==> src/rtl/ex_mem_stage_if.sv <==
// EX->MEM stage bundle: upstream EX entry, downstream MEM handshake and
// exception report. The stage itself uses the slave modport.
interface ex_mem_stage_if;
  logic        ex_valid;
  logic        ex_ready;
  logic [31:0] ex_result;
  logic [7:0]  ex_status;
  logic [31:0] ex_pc;
  logic [4:0]  ex_rd;
  logic [31:0] ex_store_data;
  logic        ex_reg_write;
  logic        ex_mem_read;
  logic        ex_mem_write;
  logic        ex_ovf_trap;

  logic        mem_valid;
  logic        mem_ready;
  logic [31:0] mem_result;
  logic [7:0]  mem_status;
  logic [4:0]  mem_rd;
  logic [31:0] mem_store_data;
  logic        mem_reg_write;
  logic        mem_mem_read;
  logic        mem_mem_write;

  logic        exc_valid;
  logic [31:0] exc_epc;
  logic [1:0]  exc_cause;

  logic        flush;

  modport master (
    output ex_valid, ex_result, ex_status, ex_pc, ex_rd, ex_store_data,
           ex_reg_write, ex_mem_read, ex_mem_write, ex_ovf_trap,
           mem_ready, flush,
    input  ex_ready, mem_valid, mem_result, mem_status, mem_rd, mem_store_data,
           mem_reg_write, mem_mem_read, mem_mem_write,
           exc_valid, exc_epc, exc_cause
  );

  modport slave (
    input  ex_valid, ex_result, ex_status, ex_pc, ex_rd, ex_store_data,
           ex_reg_write, ex_mem_read, ex_mem_write, ex_ovf_trap,
           mem_ready, flush,
    output ex_ready, mem_valid, mem_result, mem_status, mem_rd, mem_store_data,
           mem_reg_write, mem_mem_read, mem_mem_write,
           exc_valid, exc_epc, exc_cause
  );
endinterface

==> src/rtl/ex_mem_stage.sv <==
// EX/MEM pipeline register built as a two-entry skid buffer (main + skid).
// Classifies overflow / misaligned load / misaligned store at accept time,
// squashes side effects of excepting entries and drops younger entries until
// a flush clears the pending exception.
module ex_mem_stage (
  input  logic               clk,
  input  logic               rst_n,
  ex_mem_stage_if.slave      bus
);

  typedef enum logic [1:0] {
    CAUSE_NONE  = 2'b00,
    CAUSE_OVF   = 2'b01,
    CAUSE_LOAD  = 2'b10,
    CAUSE_STORE = 2'b11
  } cause_e;

  typedef struct packed {
    logic [31:0] result;
    logic [7:0]  status;
    logic [31:0] pc;
    logic [4:0]  rd;
    logic [31:0] store_data;
    logic        reg_write;
    logic        mem_read;
    logic        mem_write;
    logic        exc;
    cause_e      cause;
  } entry_t;

  entry_t main_q, main_n;
  entry_t skid_q, skid_n;
  entry_t in_entry;
  logic   main_valid_q, main_valid_n;
  logic   skid_valid_q, skid_valid_n;
  logic   exc_pending_q, exc_pending_n;
  logic   ex_ready_q, ex_ready_n;
  logic   take;
  logic   xfer;

  // Accepts while an exception is pending are consumed but never stored.
  assign take = bus.ex_valid && ex_ready_q && !exc_pending_q;
  assign xfer = main_valid_q && bus.mem_ready;

  // Build the incoming entry: classify the exception and squash side effects.
  always_comb begin
    in_entry            = '0;
    in_entry.result     = bus.ex_result;
    in_entry.status     = bus.ex_status;
    in_entry.pc         = bus.ex_pc;
    in_entry.rd         = bus.ex_rd;
    in_entry.store_data = bus.ex_store_data;
    in_entry.reg_write  = bus.ex_reg_write;
    in_entry.mem_read   = bus.ex_mem_read;
    in_entry.mem_write  = bus.ex_mem_write;
    in_entry.cause      = CAUSE_NONE;
    if (bus.ex_ovf_trap && bus.ex_status[6])
      in_entry.cause = CAUSE_OVF;
    else if (bus.ex_mem_read && bus.ex_status[3])
      in_entry.cause = CAUSE_LOAD;
    else if (bus.ex_mem_write && bus.ex_status[3])
      in_entry.cause = CAUSE_STORE;
    in_entry.exc = (in_entry.cause != CAUSE_NONE);
    if (in_entry.exc) begin
      in_entry.reg_write = 1'b0;
      in_entry.mem_read  = 1'b0;
      in_entry.mem_write = 1'b0;
    end
  end

  // Next-state for the two entries, the pending-exception flag and ex_ready.
  always_comb begin
    main_n        = main_q;
    skid_n        = skid_q;
    main_valid_n  = main_valid_q;
    skid_valid_n  = skid_valid_q;
    exc_pending_n = exc_pending_q;
    if (bus.flush) begin
      main_valid_n  = 1'b0;
      skid_valid_n  = 1'b0;
      exc_pending_n = 1'b0;
    end else begin
      if (xfer) begin
        // Skid holds the older entry, so it refills main ahead of any accept;
        // a real accept cannot coincide because ex_ready is low while skid is
        // full (except under exc_pending, where accepts are discarded anyway).
        if (skid_valid_q) begin
          main_n       = skid_q;
          skid_valid_n = 1'b0;
        end else if (take) begin
          main_n = in_entry;
        end else begin
          main_valid_n = 1'b0;
        end
      end else if (take) begin
        if (!main_valid_q) begin
          main_n       = in_entry;
          main_valid_n = 1'b1;
        end else begin
          skid_n       = in_entry;
          skid_valid_n = 1'b1;
        end
      end
      if (take && in_entry.exc)
        exc_pending_n = 1'b1;
    end
    // Registered ready: low only when skid will be full and entries still count.
    ex_ready_n = exc_pending_n || !skid_valid_n;
  end

  // State register with synchronous active-low reset.
  always_ff @(posedge clk) begin
    if (!rst_n) begin
      main_q        <= '0;
      skid_q        <= '0;
      main_valid_q  <= 1'b0;
      skid_valid_q  <= 1'b0;
      exc_pending_q <= 1'b0;
      ex_ready_q    <= 1'b1;
    end else begin
      main_q        <= main_n;
      skid_q        <= skid_n;
      main_valid_q  <= main_valid_n;
      skid_valid_q  <= skid_valid_n;
      exc_pending_q <= exc_pending_n;
      ex_ready_q    <= ex_ready_n;
    end
  end

  assign bus.ex_ready       = ex_ready_q;
  assign bus.mem_valid      = main_valid_q;
  assign bus.mem_result     = main_q.result;
  assign bus.mem_status     = main_q.status;
  assign bus.mem_rd         = main_q.rd;
  assign bus.mem_store_data = main_q.store_data;
  assign bus.mem_reg_write  = main_q.reg_write;
  assign bus.mem_mem_read   = main_q.mem_read;
  assign bus.mem_mem_write  = main_q.mem_write;
  assign bus.exc_valid      = main_valid_q && main_q.exc;
  assign bus.exc_epc        = main_q.pc;
  assign bus.exc_cause      = (main_valid_q && main_q.exc) ? main_q.cause : CAUSE_NONE;

endmodule

==> src/flat_wrapper.sv <==
// flat-port wrapper written by rule: the top's interface ports become plain ports
module ex_mem_stage_flat 
  (clk, rst_n, bus_ex_valid, bus_ex_result, bus_ex_status, bus_ex_pc, bus_ex_rd, bus_ex_store_data, bus_ex_reg_write, bus_ex_mem_read, bus_ex_mem_write, bus_ex_ovf_trap, bus_mem_ready, bus_flush, bus_ex_ready, bus_mem_valid, bus_mem_result, bus_mem_status, bus_mem_rd, bus_mem_store_data, bus_mem_reg_write, bus_mem_mem_read, bus_mem_mem_write, bus_exc_valid, bus_exc_epc, bus_exc_cause);
  ex_mem_stage_if bus_i ();
  input  logic clk;
  input  logic rst_n;
  input wire logic [$bits(bus_i.ex_valid)-1:0] bus_ex_valid;
  input wire logic [$bits(bus_i.ex_result)-1:0] bus_ex_result;
  input wire logic [$bits(bus_i.ex_status)-1:0] bus_ex_status;
  input wire logic [$bits(bus_i.ex_pc)-1:0] bus_ex_pc;
  input wire logic [$bits(bus_i.ex_rd)-1:0] bus_ex_rd;
  input wire logic [$bits(bus_i.ex_store_data)-1:0] bus_ex_store_data;
  input wire logic [$bits(bus_i.ex_reg_write)-1:0] bus_ex_reg_write;
  input wire logic [$bits(bus_i.ex_mem_read)-1:0] bus_ex_mem_read;
  input wire logic [$bits(bus_i.ex_mem_write)-1:0] bus_ex_mem_write;
  input wire logic [$bits(bus_i.ex_ovf_trap)-1:0] bus_ex_ovf_trap;
  input wire logic [$bits(bus_i.mem_ready)-1:0] bus_mem_ready;
  input wire logic [$bits(bus_i.flush)-1:0] bus_flush;
  output wire logic [$bits(bus_i.ex_ready)-1:0] bus_ex_ready;
  output wire logic [$bits(bus_i.mem_valid)-1:0] bus_mem_valid;
  output wire logic [$bits(bus_i.mem_result)-1:0] bus_mem_result;
  output wire logic [$bits(bus_i.mem_status)-1:0] bus_mem_status;
  output wire logic [$bits(bus_i.mem_rd)-1:0] bus_mem_rd;
  output wire logic [$bits(bus_i.mem_store_data)-1:0] bus_mem_store_data;
  output wire logic [$bits(bus_i.mem_reg_write)-1:0] bus_mem_reg_write;
  output wire logic [$bits(bus_i.mem_mem_read)-1:0] bus_mem_mem_read;
  output wire logic [$bits(bus_i.mem_mem_write)-1:0] bus_mem_mem_write;
  output wire logic [$bits(bus_i.exc_valid)-1:0] bus_exc_valid;
  output wire logic [$bits(bus_i.exc_epc)-1:0] bus_exc_epc;
  output wire logic [$bits(bus_i.exc_cause)-1:0] bus_exc_cause;
  assign bus_i.ex_valid = bus_ex_valid;
  assign bus_i.ex_result = bus_ex_result;
  assign bus_i.ex_status = bus_ex_status;
  assign bus_i.ex_pc = bus_ex_pc;
  assign bus_i.ex_rd = bus_ex_rd;
  assign bus_i.ex_store_data = bus_ex_store_data;
  assign bus_i.ex_reg_write = bus_ex_reg_write;
  assign bus_i.ex_mem_read = bus_ex_mem_read;
  assign bus_i.ex_mem_write = bus_ex_mem_write;
  assign bus_i.ex_ovf_trap = bus_ex_ovf_trap;
  assign bus_i.mem_ready = bus_mem_ready;
  assign bus_i.flush = bus_flush;
  assign bus_ex_ready = bus_i.ex_ready;
  assign bus_mem_valid = bus_i.mem_valid;
  assign bus_mem_result = bus_i.mem_result;
  assign bus_mem_status = bus_i.mem_status;
  assign bus_mem_rd = bus_i.mem_rd;
  assign bus_mem_store_data = bus_i.mem_store_data;
  assign bus_mem_reg_write = bus_i.mem_reg_write;
  assign bus_mem_mem_read = bus_i.mem_mem_read;
  assign bus_mem_mem_write = bus_i.mem_mem_write;
  assign bus_exc_valid = bus_i.exc_valid;
  assign bus_exc_epc = bus_i.exc_epc;
  assign bus_exc_cause = bus_i.exc_cause;
  ex_mem_stage u_core (.clk(clk), .rst_n(rst_n), .bus(bus_i));
endmodule
==> config.mk <==
export PLATFORM = sky130hd
export DESIGN_NAME = ex_mem_stage_flat
export DESIGN_NICKNAME = d
export VERILOG_FILES = /design/src/rtl/ex_mem_stage_if.sv /design/src/rtl/ex_mem_stage.sv /design/src/flat_wrapper.sv
export SDC_FILE = /design/constraint.sdc
export NUM_CORES = 1
export LEC_CHECK = 0
export BUFFER_PORTS_ARGS = -buffer_cell sky130_fd_sc_hd__buf_4
export CORE_MARGIN = 2
export CORE_UTILIZATION = 49
export CTS_CLUSTER_SIZE = 25
export DETAILED_ROUTE_END_ITERATION = 7
export GPL_TIMING_DRIVEN = 0
export PLACE_DENSITY_LB_ADDON = 0.05
export SLEW_MARGIN = 20
export SYNTH_ARGS = -nofsm -noshare
export SYNTH_HDL_FRONTEND = slang
export SYNTH_SLANG_ARGS = --single-unit
==> constraint.sdc <==
create_clock -name clk -period 1.65 [get_ports clk]
set_input_delay 0.33 -clock clk [delete_from_list [all_inputs] [get_ports clk]]
set_output_delay 0.33 -clock clk [all_outputs]
set_load 0.005 [all_outputs]
======== Word level (Yosys, flattened, before mapping) ========
Index checks and enable logic that the tools add are counted.
Widths: inputs -> output; s select.
word-level totals
  flip-flop bits (word level) ............. 234
  input bits .............................. 118
  output and inout port bits .............. 117
  word-level logic and storage cells ...... 68
cells by class
  eq/ne operators ......................... 3
  mux-type cells .......................... 20
  bitwise gates (word level) .............. 3
  reduce and logical (&&, ||, !) cells .... 18
operator list
  cell                count
  $mux 115            5
  $mux 1              10
  $logic_and 1x1->1   8
  $mux 2              4
  $reduce_and 4->1    2
  $ne 2x2->1 const B  3
  $reduce_bool 2->1   3
  $mux 3              1
  $not 1->1           3
  $reduce_and 3->1    1
  $logic_not 1->1     2
  $reduce_or 2->1     1
  $logic_or 1x1->1    1

======== Depth between registers and ports, before layout ========
Gate-level depths: netlist of the first run.
  depth in word-level cells ............... 9
  mapped depth ............................ 7
  gate-level depth less buffers ........... 4

======== Least setup slack after synthesis of the first run ========
No wires, ideal clock.
  path type ............................... register to register
  start ................................... register u_core.ex_ready_q (netlist: u_core.bus.ex_ready)
  end ..................................... register u_core.skid_q[109] in the netlist's numbering
  library setup time ...................... 0.132 ns
  arrival ................................. 1.447 ns
  data required time ...................... 1.518 ns
  slack ................................... 0.071 ns
  stages on the path, launching flop included .. 8
  buffers on the path ..................... 3
  period minus slack after synthesis ...... 1.579 ns
  path through ............................ dfxtp_1 -> nand3b_4 -> or3_1 -> buf_2 -> buf_2 -> buf_1 -> nand2_1 -> a21oi_1
on the way
  cells in the longest elaborated chain, start to end .. 3
ends and longest elaborated chain
  what                            RTL line             source
  start, declared                 ex_mem_stage.sv:37   logic ex_ready_q, ex_ready_n;
  start signal, assigned          ex_mem_stage.sv:126  ex_ready_q <= ex_ready_n;
  $logic_and 1x1->1 (2 in a row)  ex_mem_stage.sv:42   assign take = bus.ex_valid && ex_ready_q && !exc_pending_q;
  $reduce_and 4->1 (no line)      n/a
  end signal, assigned            ex_mem_stage.sv:122  skid_q <= skid_n;
  end, declared                   ex_mem_stage.sv:32   entry_t skid_q, skid_n;
Every way passes these cells.
A chain may end at the register's enable or synchronous reset.

======== Worst setup path after layout of the first run ========
  start ................................... register u_core.main_valid_q (netlist: u_core.bus.mem_valid)
  end ..................................... register u_core.main_q (netlist bit u_core.bus.mem_status[6])
on the way
  cells in the longest elaborated chain, start to end .. 3
  elaborated cells between the ends (all ways) .. 5
  classes of those cells .................. eq/ne: 1; mux: 1; reduce/logical: 3
ends and longest elaborated chain
  what                                                              RTL line             source
  start, declared                                                   ex_mem_stage.sv:34   logic main_valid_q, main_valid_n;
  start signal, assigned                                            ex_mem_stage.sv:123  main_valid_q <= main_valid_n;
  $logic_and 1x1->1                                                 ex_mem_stage.sv:43   assign xfer = main_valid_q && bus.mem_ready;
  $ne 2x2->1 (no line) / $reduce_bool 2->1 (equally long branches)  n/a
  $reduce_and 4->1 (no line)                                        n/a
  end signal, assigned                                              ex_mem_stage.sv:121  main_q <= main_n;
  end, declared                                                     ex_mem_stage.sv:31   entry_t main_q, main_n;
Parallel ways exist; a longest one is shown, timed or not.

==> metrics.md, run 1 <==
| Metric | Value |
|---|---|
| Status | finished, violations left |
| Violations in the final reports | setup timing |
| Crit-path cells | buf_6 > nand2_4 > a221oi_4 > buf_6 > clkbuf_16 > buf_8 > nor2_1 > a311oi_1 |
| Layout cells sized above 1 | 41.8% |
| Design area | 14800 sq um |
| Final-report setup violation count | around 70 |
| Via total after detailed routing | a little under 10000 |
| Post-synth EDFFs | 0 |
| Largest net degree at the start of global routing | 13 |
| Input/output buffers | about 230 |
| Die height | 148 um |
| Synth unique cells | 30 |
| Starting Density | 50.2% |
| DRC Markers | 0 |
| Syn Inst Count | 1277 |
| Seq/Total Area, Yosys | a little under half |
| Post-DP Area | approximately 12000 sq um |
| PnR worst setup slack | -0.0724 ns |
| Crit start category | register |
| Antenna cells | 0 |
| Kind of critical path | register to register |
| Die Area | about 22000 sq um |
| CP endpoint kind | register |
| Top-Level Pins | 235 |
| Crit. Startpoint | u_core.bus.mem_valid$_SDFFE_PP0P_ |
| Number of global-route vias before repair | roughly 8800 |
| P per Cell Area | 920 nW/um^2 |
| Final Skew | between 0.02 and 0.025 ns |
| Routability cong. | between 0.7 and 0.8 |
| FF-to-FF path depth | 8 |
| Worst-skew pair later-pin latency | between 0.5 and 0.6 ns |
| CORE AREA | approximately 20000 sq um |
| RSZ-0062 raised after global routing | true |
| CTS Sinks | roughly 230 |
| DRT antenna net count | 0 |
| Crit-path slowest cell | dfxtp_2 |
| First-pass GRT wire length | around 44 mm |
| WP buf/inv | 4 |
| Crit path DAT | 2.15 ns |
| 1st-pass router iterations | 5 |
| DRT Wirelength | 30.5 mm |
| Setup slack, reg-to-reg | -0.07 ns |
| Synthesis Warnings | 0 |
| Initial antenna violation count | 0 |
| VDD IR max | about 750 uV |
| Fmax | between 500 and 600 MHz |
| Most used cell, CP | buf_6 |
| Final core occ | between 70 and 80% |
| Num rows | 52 |
| Path category of the worst min-delay check | input pin to register |
| Synthesized area per cell | between 8 and 9 sq um |
| Crit-path max cell delay | between 0.3 and 0.4 ns |
| Levels on crit path | 8 |
| Slew Viols, Final | 0 |
| Reg2Reg Launch Point | u_core.bus.mem_valid$_SDFFE_PP0P_ |
| Worst-path fanout max | 8 |
| Async set or reset register ratio after synthesis | 0% |
| Die Span X | 148 um |
| Synth Flop Type | dfxtp_1 |
| Via density | roughly 5.3 |
| Slew @ Worst Pin | slightly below 0.8 ns |
| Delay-heaviest family, CP | buffers and inverters |
| Post-route minimum period | roughly 1.7 ns |
| CP Capture Point | u_core.bus.mem_status[6]$_SDFFE_PN0P_ |
| Crit share post-route | 104% |
| CTS clk-pin slew, worst paths | roughly 0.06 ns |
| Nets | between 1500 and 2000 |
| Worst hold slack | 0.0566 ns |
| CTS Buf Count | 26 |
| Fill cells | 1576 |
| Cell area after synthesis | ~10000 sq um |
| Dpl hpwl | just under 20 mm |
| Static leakage | 6.05 nW |
| CP Data Required Time | 2.07 ns |
| H-tree depth | 1 |
| Max_cap viols | 0 |
| Hold Buf Count CTS | 0 |
| GRT Total Usage | between 20% and 30% |
| Area grow syn2layout | 45.2% |
| Gr ovfl total | 0 |
| Pre-CTS WS | -0.482 ns |
| Slew HR | between 40% and 50% |
| CTS tree | done |
| Seq cells post-synth | roughly 230 |
| Worst r2r dst | u_core.bus.mem_status[6]$_SDFFE_PN0P_ |
| Clk buf depth | 3 |
| DRT iter0 DRCs | approximately 480 |
| Final Hold Vio Count | 0 |
| Wire per inst | approximately 16 um |
| Root buf cell | clkbuf_16 |
| Syn nets | between 1000 and 1500 |
==> registers in the layout (all words and copies together) (netlist names), 3 cells and up <==
register	cells
u_core.bus.exc_epc	32
u_core.bus.mem_rd	5
u_core.bus.mem_result	32
u_core.bus.mem_status	8
u_core.bus.mem_store_data	32
u_core.main_q	3
u_core.skid_q	115
==> worst reg2reg max path, delay by kind of cell (launching register included) <==
kind / cells / cell delay (ns)
simple gates: 2 / 0.10
compound gates: 2 / 0.54
flops: 1 / 0.35
buf+inv: 4 / 0.63
==> timing repair <==
action                     CTS  global route
setup endpoints to repair  232           222
resized for setup           99           278
setup buffers                7             5
gates cloned                 1            15
pin swaps                    6           156
==> cell usage in the layout (no fill, tap or decap), drive strengths merged <==
| master | count |
|---|---|
| a21boi | 39 |
| a21oi | 80 |
| a221oi | 1 |
| a22oi | 2 |
| a311oi | 109 |
| a31oi | 3 |
| and2 | 2 |
| and3 | 3 |
| buf | 401 |
| clkbuf | 116 |
| dfxtp | 234 |
| inv | 3 |
| nand2 | 452 |
| nand2b | 2 |
| nand3 | 5 |
| nand3b | 2 |
| nor2 | 115 |
| nor2b | 1 |
| nor3 | 2 |
| o2111a | 1 |
| o211a | 1 |
| o21ai | 7 |
| o32ai | 2 |
| or3 | 1 |
==> cells by family (layout without fill, tap and decap cells) <==
kind of cell	Yosys count	in the layout	synth area share [%]
AOI/OAI and AO/OA	245	245	19.2
buffers and inverters	213	520	13.0
DFF	234	234	45.8
and+or+nand+nor	585	585	22.0
==> through the flow <==
| step | total power [mW] | setup TNS, ns | std cells |
|---|---|---|---|
| final | 13.7 | -1.39 | 1854 |
| after global routing | 14.1 | -10.79 | 1854 |
| after CTS | 13.5 | -0.00259 | 1836 |
| after detailed placement | 7.79 | -69.36 | 1781 |
| after global placement | 7.77 | -57.34 | 1781 |
| after floorplan | 7.00 | 0 | 1277 |
==> Yosys cell counts (2+ instances only) <==
cell type	number	area [sq um]
a21oi_1	80	400
a22oi_1	2	15.0
a311oi_2	31	465
inv_1	3	11.3
buf_1	3	11.3
clkbuf_1	58	218
buf_4	116	871
a311oi_1	78	683
o21ai_0	7	35.0
nand2_1	452	1700
a21boi_0	39	293
nand2b_1	2	12.5
dfxtp_1	234	4680
o32ai_1	2	17.5
a31oi_1	3	18.8
and3_1	3	18.8
buf_6	8	90.1
and2_1	2	12.5
nand3_1	5	25.0
buf_2	25	125
nor2_1	115	432
==> power by group <==
group / total (mW) / internal [mW] / switching, mW
registers: 6.03 / 5.88 / 0.145
clock network: 5.73 / 3.45 / 2.28
logic: 1.91 / 1.08 / 0.829
==> per-layer routing <==
layer	up-vias	share of wire (%)	GRT usage [%]
met5	-	0	0
met2	313	49	42.1
met1	4617	43	33.5
met3	54	6.3	3.22
met4	0	2.3	6.00
li1	4753	-	-
==> worst min-delay path by stage <==
stage | end | slack (ns) | from | cells past startpoint
after detailed placement | u_core.skid_q[82]$_SDFFE_PN0P_ | 0.45 | u_core.skid_q[82]$_SDFFE_PN0P_ | 2
after floorplan | u_core.skid_q[5]$_SDFFE_PN0P_ | 0.43 | u_core.skid_q[5]$_SDFFE_PN0P_ | 2
after global placement | u_core.skid_q[82]$_SDFFE_PN0P_ | 0.44 | u_core.skid_q[82]$_SDFFE_PN0P_ | 2
after CTS | u_core.skid_q[110]$_SDFFE_PN0P_ | 0.04 | bus_ex_result[27] | 3
final | u_core.skid_q[74]$_SDFFE_PN0P_ | 0.06 | bus_ex_pc[31] | 3
after global routing | u_core.skid_q[100]$_SDFFE_PN0P_ | 0.06 | bus_ex_result[17] | 3
==> cell type report <==
cell class	count	area [sq um]	share of cell area, %
clock buffer	48	855	5.76
timing repair buffer	261	2230	15.0
multi-input combinational	830	5020	33.8
tap	270	338	2.28
inverter	3	11.3	0.0759
buffer	208	1700	11.5
sequential	234	4690	31.6
Note: power is estimated with default switching activity, not from simulation.
==> inputs of run 2 (changes only) <==
--- a/config.mk
+++ b/config.mk
@@ -6,6 +6,7 @@
 export NUM_CORES = 1
 export LEC_CHECK = 0
 export BUFFER_PORTS_ARGS = -buffer_cell sky130_fd_sc_hd__buf_4
+export CORE_ASPECT_RATIO = 1.4
 export CORE_MARGIN = 2
 export CORE_UTILIZATION = 49
 export CTS_CLUSTER_SIZE = 25
==> run 2 against run 1 <==
Wire length is 2.0% lower. Maximum frequency increased by 1.3%. Sequential cell count stayed put. Via count down 1.7%. Clock-buffer cell count fell by 21. The run still ends with setup timing left. Largest cell class unchanged. Critical path type unchanged.
==> metrics.md, run 2 (synthesized netlist as in run 1, its figures left out) <==
| Metric | Value |
|---|---|
| PnR worst setup slack | -0.0511 ns (+0.0213 ns) |
| DRT iter0 DRCs | 692 (+46%) |
| Fin cells | 1830 (-1.3%) |
| Crit-path cells | buf_2 > a221oi_4 > buf_6 > clkbuf_16 > buf_8 > nor2_2 > a311oi_1 |
| Crit start category | register |
| Pre-CTS WS | -0.588 ns (-0.106 ns) |
| Top-Level Pins | 235 (unchanged) |
| CTS Sinks | 234 (unchanged) |
| Worst-path fanout max | 5 (-3) |
| CP endpoint kind | register |
| P per Cell Area | 940 nW/um^2 (+2.1%) |
| Crit. Startpoint | u_core.bus.mem_valid$_SDFFE_PP0P_ |
| Worst r2r dst | u_core.bus.mem_result[27]$_SDFFE_PN0P_ |
| Die Area | 22100 sq um (about the same) |
| Num rows | 62 (+19%) |
| Number of global-route vias before repair | 8880 (+0.62%) |
| Die Span X | 126 um (-15%) |
| Area taken by multi-input logic gates | 4720 sq um (-5.8%) |
| Via density | 5.23 (-0.37%) |
| Slew Viols, Final | 0 (unchanged) |
| Slew @ Worst Pin | 0.801 ns (+0.0260 ns) |
| Setup slack, reg-to-reg | -0.05 ns (+0.02 ns) |
| Status | finished, violations left |
| Layout cells sized above 1 | 39.7% (-2.1 points) |
| Die height | 175 um (+18%) |
| CTS tree | done |
| Crit share post-route | 103% (-1.3 points) |
| CP Data Required Time | 2.05 ns (-0.02 ns) |
| Fmax | 588 MHz (+1.3%) |
| Post-DP Area | 12300 sq um (-0.14%) |
| FF-to-FF path depth | 7 (-1) |
| Path category of the worst min-delay check | input pin to register |
| Crit-path slowest cell | a221oi_4 |
| Clk buf depth | 3 (unchanged) |
| Final core occ | 70.2% (-2.7 points) |
| Antenna cells | 0 (unchanged) |
| DRT antenna net count | 0 (unchanged) |
| Area grow syn2layout | 40.6% |
| Nets | 1675 (-0.42%) |
| Register area | 4690 sq um (unchanged) |
| Worst-skew pair later-pin latency | 0.51 ns (-0.02 ns) |
| Kind of critical path | register to register |
| CORE AREA | 20500 sq um (+0.57%) |
| Max_cap viols | 0 (unchanged) |
| RSZ-0062 raised after global routing | true |
| Dpl hpwl | 19.8 mm (+2.3%) |
| Final Hold Vio Count | 0 (unchanged) |
| Commonest non-fill, non-tap cell in the layout | nand2_1 |
| CP Capture Point | u_core.bus.mem_result[27]$_SDFFE_PN0P_ |
| Input/output buffers | 234 (unchanged) |
| Reg2Reg Launch Point | u_core.bus.mem_valid$_SDFFE_PP0P_ |
| DRC Markers | 0 (unchanged) |
| Fill cells | 1734 (+10%) |
| Post-route minimum period | 1.70 ns (-0.0213 ns) |
| GRT Total Usage | 24.5% (-0.26 points) |
| Worst hold slack | 0.0777 ns (+0.0211 ns) |
| CTS Buf Count | 23 (-12%) |
| Most frequent cells in the layout | 416 x nand2_1, 356 x buf_4, 230 x dfxtp_1 |
| Max reg flops | 115 (unchanged) |
| First-pass GRT wire length | 44.6 mm (+0.65%) |
| Final Skew | 0.0137 ns (-0.00929 ns) |
| Initial antenna violation count | 0 (unchanged) |
| Wire per inst | 16.3 um (-0.70%) |
| PnR Total Power | 13.5 mW (-1.1%) |
| Hold Buf Count CTS | 0 (unchanged) |
| H-tree depth | 1 (unchanged) |
| Most flops, register | u_core.skid_q |
| Crit-path max cell delay | 0.36 ns (about the same) |
| Violations in the final reports | setup timing |
| Cell count of the worst hold path | 3 (unchanged) |
| 1st-pass router iterations | 5 (unchanged) |
| Crit path DAT | 2.10 ns (-0.05 ns) |
| CTS clk-pin slew, worst paths | 0.07 ns (about the same) |
| VDD IR max | 657 uV (-12%) |
| Routability cong. | 0.805 (+2.2%) |
| Slew HR | 46.6% (-1.7 points) |
| Static leakage | 5.96 nW (-1.4%) |
| Largest net degree at the start of global routing | 16 (+3) |
| Via total after detailed routing | 9575 (-1.7%) |
| Gr ovfl total | 0 (unchanged) |
| Design area | 14400 sq um (-3.1%) |
| Dpl cells | 1767 (-0.79%) |
| Root buf cell | clkbuf_16 |
| Starting Density | 49.9% (-0.28 points) |
| DRT Wirelength | 29.9 mm (-2.0%) |
| Setup TNS | -0.726 ns (+0.665 ns) |
| Final-report setup violation count | 62 (-14%) |
[run 2: cell count changes in the layout (fill, tap and decap cells not counted), moves of 7 or more]
cell	change
nor2_2	+11
clkinv_2	+9
a311oi_2	+7
a21oi_1	+37
nand2_1	+24
nand2_4	-39
a21oi_2	-37
nand2_2	+15
clkbuf_1	-12
a311oi_1	-7
clkbuf_8	-7
nor2_1	-16
[run 2: how the worst min path moves through the flow]
stage	from	to	slack [ns]
after CTS	bus_ex_result[22]	u_core.skid_q[105]$_SDFFE_PN0P_	0.06
after global routing	bus_ex_pc[17]	u_core.skid_q[60]$_SDFFE_PN0P_	0.07
after global placement	u_core.skid_q[94]$_SDFFE_PN0P_	u_core.skid_q[94]$_SDFFE_PN0P_	0.44
after floorplan	u_core.skid_q[5]$_SDFFE_PN0P_	u_core.skid_q[5]$_SDFFE_PN0P_	0.43
final	bus_ex_pc[17]	u_core.skid_q[60]$_SDFFE_PN0P_	0.08
after detailed placement	u_core.skid_q[56]$_SDFFE_PN0P_	u_core.skid_q[56]$_SDFFE_PN0P_	0.45
[run 2: layout make-up]
type                    instances  area share [%]
clock inverters                15            1.26
well taps                     256            2.23
inverters                       3          0.0783
clock buffers                  27            4.32
plain buffers                 206            11.2
multi-input cells             830            32.9
repair buffers                259            15.5
flip-flops and latches        234            32.6
[run 2: report_power, final]
part	internal, mW	switching (mW)
Sequential	5.88	0.147
Clock	3.32	2.25
Combinational	1.09	0.826
[run 2: repair_timing]
item                       in CTS  in global routing
gates resized for setup        75                215
setup buffers                   5                  4
gates cloned                    2                 14
pin swaps                      10                 76
setup endpoints to repair     233                224
[run 2: routing by layer]
layer	global-route usage (%)	share of wire [%]	vias up
met5	0	0	-
met4	5.95	2.1	0
met3	5.21	6.6	47
met2	44.4	53	284
met1	29.4	39	4523
li1	-	-	4721
[run 2: worst max-delay path: cells and delay by family (launching register included)]
family | cells | cell delay (ns)
buffers and inverters | 4 | 0.61
AO/OA/AOI/OAI | 2 | 0.59
flip-flops | 1 | 0.34
AND/OR/NAND/NOR | 1 | 0.04
